File: src/rtl/island_prog_sequencer.sv
// island_prog_sequencer
// Sequences one floating-gate programming command: decodes the target
// row/column, settles the program path, then issues a train of hot-electron
// injection pulses separated by gaps and reports completion on done.
// Optional build macro: PROG_ERASE_EN adds the cmd_erase input and tun_en
// output so a command can instead run a single tunnelling (erase) phase.
module island_prog_sequencer #(
  parameter int NUM_ROWS   = 12,
  parameter int NUM_COLS   = 19,
  parameter int ROW_BITS   = $clog2(NUM_ROWS),
  parameter int COL_BITS   = $clog2(NUM_COLS),
  parameter int CNT_W      = 8,
  parameter int SETTLE_CYC = 4,
  parameter int PULSE_CYC  = 8,
  parameter int GAP_CYC    = 2
) (
  input  logic                clk,
  input  logic                reset,
  input  logic                cmd_valid,
  output logic                cmd_ready,
  input  logic [ROW_BITS-1:0] cmd_row,
  input  logic [COL_BITS-1:0] cmd_col,
  input  logic [CNT_W-1:0]    cmd_count,
`ifdef PROG_ERASE_EN
  input  logic                cmd_erase,
  output logic                tun_en,
`endif
  input  logic                abort,
  output logic [ROW_BITS-1:0] row_addr,
  output logic [COL_BITS-1:0] col_addr,
  output logic [NUM_ROWS-1:0] drain_sel,
  output logic                prog_en,
  output logic                vinj_pulse,
  output logic                busy,
  output logic                done,
  output logic                aborted,
  output logic                err
);

  // Phase counter is sized for the longest of the three phases.
  localparam int MAX_SP  = (SETTLE_CYC > PULSE_CYC) ? SETTLE_CYC : PULSE_CYC;
  localparam int MAX_CYC = (MAX_SP > GAP_CYC) ? MAX_SP : GAP_CYC;
  localparam int CYC_W   = $clog2(MAX_CYC + 1);

  // Counter reload values: each phase counts down to zero, so load length-1.
  localparam logic [CYC_W-1:0] SET_LD = CYC_W'(SETTLE_CYC - 1);
  localparam logic [CYC_W-1:0] PUL_LD = CYC_W'(PULSE_CYC - 1);
  localparam logic [CYC_W-1:0] GAP_LD = CYC_W'(GAP_CYC - 1);

  // One extra bit so the limit itself is representable for the range check.
  localparam logic [ROW_BITS:0] ROW_LIM = (ROW_BITS + 1)'(NUM_ROWS);
  localparam logic [COL_BITS:0] COL_LIM = (COL_BITS + 1)'(NUM_COLS);

  typedef enum logic [2:0] {
    IDLE,
    SETTLE,
    PULSE,
    GAP,
    DONE
  } state_t;

  state_t              state_q, state_d;
  logic [CYC_W-1:0]    cyc_q, cyc_d;
  logic [CNT_W-1:0]    rem_q, rem_d;
  logic [ROW_BITS-1:0] row_q, row_d;
  logic [COL_BITS-1:0] col_q, col_d;
  logic                abrt_q, abrt_d;
  logic                err_q, err_d;
  logic                erase_mode;
  logic                range_bad;
  logic                active;

`ifdef PROG_ERASE_EN
  logic                erase_q, erase_d;
  assign erase_mode = erase_q;
`else
  assign erase_mode = 1'b0;
`endif

  assign range_bad = ({1'b0, cmd_row} >= ROW_LIM) || ({1'b0, cmd_col} >= COL_LIM);

  // State, phase counter, remaining-pulse count and latched command fields.
  always_ff @(posedge clk or posedge reset) begin
    if (reset) begin
      state_q <= IDLE;
      cyc_q   <= '0;
      rem_q   <= '0;
      row_q   <= '0;
      col_q   <= '0;
      abrt_q  <= 1'b0;
      err_q   <= 1'b0;
`ifdef PROG_ERASE_EN
      erase_q <= 1'b0;
`endif
    end else begin
      state_q <= state_d;
      cyc_q   <= cyc_d;
      rem_q   <= rem_d;
      row_q   <= row_d;
      col_q   <= col_d;
      abrt_q  <= abrt_d;
      err_q   <= err_d;
`ifdef PROG_ERASE_EN
      erase_q <= erase_d;
`endif
    end
  end

  // Next-state logic: command accept, phase sequencing and abort handling.
  always_comb begin
    state_d = state_q;
    cyc_d   = cyc_q;
    rem_d   = rem_q;
    row_d   = row_q;
    col_d   = col_q;
    abrt_d  = abrt_q;
    err_d   = 1'b0;
`ifdef PROG_ERASE_EN
    erase_d = erase_q;
`endif
    case (state_q)
      IDLE: begin
        // abort is deliberately not looked at here; only an active command can be aborted
        if (cmd_valid) begin
`ifdef PROG_ERASE_EN
          if (cmd_erase) begin
            // erase is a single pulse-length phase with no address decode
            erase_d = 1'b1;
            abrt_d  = 1'b0;
            rem_d   = CNT_W'(1);
            cyc_d   = SET_LD;
            state_d = SETTLE;
          end else
`endif
          if (range_bad) begin
            err_d = 1'b1;
          end else begin
            row_d  = cmd_row;
            col_d  = cmd_col;
            rem_d  = cmd_count;
            abrt_d = 1'b0;
`ifdef PROG_ERASE_EN
            erase_d = 1'b0;
`endif
            if (cmd_count == '0) begin
              state_d = DONE;
            end else begin
              cyc_d   = SET_LD;
              state_d = SETTLE;
            end
          end
        end
      end
      SETTLE, PULSE, GAP: begin
        if (abort) begin
          abrt_d  = 1'b1;
          state_d = DONE;
        end else if (cyc_q != '0) begin
          cyc_d = cyc_q - CYC_W'(1);
        end else begin
          case (state_q)
            SETTLE: begin
              cyc_d   = PUL_LD;
              state_d = PULSE;
            end
            PULSE: begin
              rem_d = rem_q - CNT_W'(1);
              if (rem_q == CNT_W'(1)) begin
                state_d = DONE;
              end else begin
                cyc_d   = GAP_LD;
                state_d = GAP;
              end
            end
            default: begin
              cyc_d   = PUL_LD;
              state_d = PULSE;
            end
          endcase
        end
      end
      DONE: begin
        state_d = IDLE;
      end
      default: begin
        state_d = IDLE;
      end
    endcase
  end

  // Output decode: every output is a function of registered state only.
  always_comb begin
    active     = (state_q == SETTLE) || (state_q == PULSE) || (state_q == GAP);
    cmd_ready  = (state_q == IDLE);
    busy       = active;
    done       = (state_q == DONE);
    aborted    = (state_q == DONE) && abrt_q;
    err        = err_q;
    prog_en    = active && !erase_mode;
    vinj_pulse = (state_q == PULSE) && !erase_mode;
    drain_sel  = prog_en ? (NUM_ROWS'(1) << row_q) : '0;
    row_addr   = row_q;
    col_addr   = col_q;
`ifdef PROG_ERASE_EN
    tun_en     = (state_q == PULSE) && erase_mode;
`endif
  end

endmodule

File: config.mk
export PLATFORM = sky130hd
export DESIGN_NAME = island_prog_sequencer
export DESIGN_NICKNAME = d
export VERILOG_FILES = /design/src/rtl/island_prog_sequencer.sv
export SDC_FILE = /design/constraint.sdc
export NUM_CORES = 1
export LEC_CHECK = 0
export ABC_AREA = 1
export CAP_MARGIN = 15
export CORE_AREA = 3 3 64 66
export DETAILED_ROUTE_END_ITERATION = 12
export DIE_AREA = 0 0 67 69
export PLACE_DENSITY_LB_ADDON = 0.12
export SETUP_SLACK_MARGIN = 0.4
export SLEW_MARGIN = 20
export SYNTH_ARGS = -nofsm -noshare
export SYNTH_HDL_FRONTEND = slang
export SYNTH_SLANG_ARGS = --single-unit
File: constraint.sdc
create_clock -name clk -period 4.3 [get_ports clk]
set_input_delay 1.29 -clock clk [delete_from_list [all_inputs] [get_ports clk]]
set_output_delay 1.29 -clock clk [all_outputs]
set_load 0.05 [all_outputs]
Yosys cells after proc, flatten, opt, wreduce, memory -nomap -nowiden
Cells that the tools add are included.
Word-level totals
  bits of input ports: 21
  word-level logic and storage cells: 71
  bits in registers: 26
  output and inout port bits: 28
Operators by class
  multiplexer cells: 30
  equal/unequal tests: 14
  add/subtract/negate cells: 2
  shifts and indexed selects: 1
  reduce and logical (&&, ||, !) cells: 14
  bitwise logic cells: 1
  $lt $le $gt $ge: 2
Operator list (number)
  $mux W8: 5
  $mux W4: 7
  $mux W3: 7
  $pmux W8 S2: 1
  $ne A2 B2 Y1 const B: 7
  $mux W12: 1
  $reduce_and A6 Y1: 2
  $shl A1 B4 Y12 const A: 1
  $eq A8 B1 Y1 const B: 1
  $logic_not A8 Y1: 1
  $pmux W4 S2: 1
  $sub A8 B1 Y8 const B: 1
  $eq A3 B2 Y1 const B: 2
  $mux W1: 6
  $pmux W3 S2: 1
  $reduce_and A3 Y1: 2
  $ge A5 B5 Y1 const B: 1
  $ge A4 B4 Y1 const B: 1
  $ne A4 B4 Y1 const B: 1
  $reduce_and A4 Y1: 1
  $reduce_bool A4 Y1: 1
  $sub A4 B1 Y4 const B: 1
  $eq A3 B1 Y1 const B: 1
  $eq A3 B3 Y1 const B: 1
  other kinds (8): 10

Logic depth before layout (Yosys ltp)
  word-level depth: 6
  mapped depth: 10
  mapped depth without buffers: 10

Worst setup path after synthesis
No wires, ideal clock.
  path kind: reg-to-output
  from: register state_q[2]
  to: output port drain_sel[4]
  data required time: 3.010 ns
  slack: 0.948 ns
  path buffers: 1
  stages on the path, launching flop included: 7
  arrival time: 2.062 ns
  cell sequence: dfrtp_1 > inv_2 > nand2_2 > buf_2 > nor2_2 > nand2_1 > nor3_1
On the way
  word-level cells in the longest chain between the ends: 4
  elaborated cells on any way between the ends: 6
  classes of those cells: eq/ne: 3; mux: 1; reduce/logical: 2
Ends and longest elaborated chain
  from (decl): RTL line 62  | state_t state_q, state_d;
  from (signal assigned): RTL line 96  | state_q <= state_d;
  $eq A3 B1 Y1 / $eq A3 B2 Y1 (equally long branches): RTL line 193  | active = (state_q == SETTLE) || (state_q == PULSE) || (state_q == GAP);
  $logic_or A1 B1 Y1: RTL line 193
  $logic_or A1 B1 Y1 (*): RTL line 193
  $mux W12 (*): RTL line 201  | drain_sel = prog_en ? (NUM_ROWS'(1) << row_q) : '0;
  to (decl): RTL line 31  | output logic [NUM_ROWS-1:0] drain_sel,
Mark *: on every way between the ends. The rest lies on a longest branch, timed or not.

Worst setup path in the final report
  from: register state_q[2]
  to: output port drain_sel[11]
Same word-level chain as after synthesis.

==> results.json <==
{
  "ios": 49,
  "syn-num-nets": 287,
  "ys_seq_area_frac": 0.373,
  "syn_avg_cell_area_um2": 6.66,
  "htreeDepth": 1,
  "run_status": "completed",
  "critPathKind": "register to output pin",
  "synthesis.area_um2": 1750,
  "path_common_cell": "inv_2",
  "yosys_register_bits": 26,
  "yosysWarnings": 0,
  "path_max_fanout": 14,
  "worst_setup_path_start_kind": "register",
  "powerDensity_nw_per_um2": 843,
  "wl_per_cell_um": 11.7,
  "vias": 1748,
  "worstHoldPathType": "register to register",
  "worst_ep_required_time_ns": 3.01,
  "die_w_um": 67,
  "finalHoldViolations": 0,
  "routed_via_density": 4.88,
  "cts_tree": "done",
  "start_util": 0.480,
  "rsz0062_at_grt": "false",
  "overflow": 0,
  "drc_errors": 0,
  "cts_sinks": 26,
  "cts_buffers": 3,
  "setup_viol": 0,
  "path_cells": "inv_2, nand2_2, inv_2, nand2_1, nor2_1, clkdlybuf4s50_1",
  "hold_buffers": 0,
  "period_needed_ns": 3.70,
  "post_cts_buffers": 0,
  "gp_congestion": 0.827,
  "worst_pin_slew_ns": 0.948,
  "die_y_um": 69,
  "final_nets": 336,
  "antenna_cells": 0,
  "holdWs_ns": 0.474,
  "synthCells": 262,
  "fin_ws_ns": 0.600,
  "cts-root-buf": "clkbuf_8",
  "max_freq_ghz": 0.270,
  "grt_antenna_before_repair": 0,
  "drt-total-wl_um": 4180,
  "area.growth.synth_to_final_pct": 33.3,
  "endpoint_kind": "output pin",
  "synth_cell_types": 27,
  "dp_hpwl_um": 3220,
  "grt_pass1_vias": 1612,
  "grt_pass1_wl_um": 7140,
  "clockBufferDepth": 2,
  "ant_nets": 0,
  "p_leak_uw": 0.00118,
  "cpPeakStageDelay_ns": 0.80,
  "clk_pin_slew_worst_paths_ns": 0.09,
  "io_buffers": 48,
  "peakVddDrop_mv": 0.421,
  "cp.arrival_ns": 2.41,
  "timing.final.crit_share": 0.861,
  "coreArea_um2": 3630,
  "drive_gt1_frac": 0.0710,
  "relSlewSlack": 0.364,
  "setup_tns_ns": 0,
  "die_area_um2": 4620,
  "maxCapViolations": 0,
  "first_iter_violations": 60,
  "post-place-ws_ns": 0.889,
  "clock_latency_ns": 0.27,
  "first_pass_iters": 4,
  "grt_usage": 0.193,
  "grt_max_degree": 27,
  "finalClockSkew_ns": 0.00437,
  "fp-row-count": 22,
  "drv_slew": 0,
  "cp_slowest_cell": "clkdlybuf4s50_1"
}
repair_timing:
action                                  4_1_cts  5_1_grt
endpoints found under the setup margin        0        2
gates resized for setup                       0        2
hold endpoints to repair                      0        0
per-layer routing:
layer  vias to the layer above  track usage  routed length, µm
met2                        41        0.312               2010
met3                         4       0.0326                198
met1                       802        0.263               1920
met4                         0       0.0541                 47
met5                         -            0                  0
li1                        901            -                  -
flip-flops by register name, indices dropped and copies added, names as in the netlist:
signal,flops
rem_q,8
col_addr,5
cyc_q,4
row_addr,4
state_q,3
abrt_q,1
err,1
kinds of logic after synthesis:
logic type | after synthesis | synth area share
compound gates | 16 | 0.0566
xor+xnor | 1 | 0.00502
fa+ha+maj | 4 | 0.0287
buf+inv | 32 | 0.0817
flops | 26 | 0.373
simple gates | 183 | 0.455
cell usage in the layout, fill, tap and decap left out, drive strengths merged:
cell and n:
a21oi 1, a31oi 2, bufinv 1, clkbuf 3, clkdlybuf4s50 46, clkinv 1
dfrtp 26, dlymetal6s2s 2, ha 4, inv 27, nand2 112, nand3 18
nand4 1, nor2 46, nor3 6, o211ai 1, o21a 1, o21ai 11
xor2 1
worst paths after layout:
path,startpoint,end,slack [ns],cells past startpoint
worst max register to register,cyc_q[0],rem_q[6],2.58,9
worst max-delay path,state_q[2],drain_sel[11],0.60,6
worst min-delay path,col_addr[0],col_addr[0],0.47,2
worst min register to register,col_addr[0],col_addr[0],0.47,2
max in group asynchronous,reset,cyc_q[0],2.44,2
min in group asynchronous,reset,rem_q[2],1.42,2
synth_stat cells:
cell type    n  share of area
buf_4        1         0.0043
o211ai_1     1         0.0043
buf_6        2          0.013
nand2_2      3          0.011
nand3_2      1         0.0057
nor3_4       1         0.0093
o21ai_1      1         0.0029
ha_1         4          0.029
a31oi_1      2         0.0072
o21a_1       1         0.0043
nor2_1      41          0.088
nor3_1       5          0.014
dfrtp_1     26           0.37
nand3_1     17          0.049
nor2_4       2          0.013
nor2_8       1          0.011
o21ai_0     10          0.029
nand4_1      1         0.0036
a21oi_4      1         0.0093
buf_2        1         0.0029
inv_4        1         0.0036
nand2_4      2          0.013
nand2_1    107           0.23
inv_1       23          0.049
inv_2        4         0.0086
xor2_1       1         0.0050
nor2_2       2         0.0072
layout make-up:
type / count / area, µm²
Fill cell: 353 / 1310
Clock buffer: 3 / 41.3
Timing Repair Buffer: 48 / 485
Sequential cell: 26 / 651
Multi-Input combinational cell: 204 / 952
Tap cell: 48 / 60.1
Clock inverter: 1 / 30.0
Inverter: 28 / 108
power breakdown:
part           internal (µW)  leakage, µW  total [µW]  switching (µW)
clock network            125    0.0000357         203            78.8
logic                    412     0.000816        1310             894
registers                354     0.000325         452            98.8
stage by stage:
step / total power [µW] / std cells / instance area [µm²] / utilization
3_3_place_gp: 1750 / 354 / 2250 / 0.619
4_1_cts: 1980 / 358 / 2320 / 0.639
5_1_grt: 2140 / 358 / 2330 / 0.640
6_report: 1960 / 358 / 2330 / 0.640
3_5_place_dp: 1770 / 354 / 2250 / 0.619
2_1_floorplan: 1440 / 262 / 1750 / -
worst max-delay path, delay by kind of cell, from the launching register on:
family        cells  cell delay [ns]
simple gates      3             0.44
buf+inv           3             1.20
flops             1             0.49
Note: power is estimated with default switching activity, not from simulation.
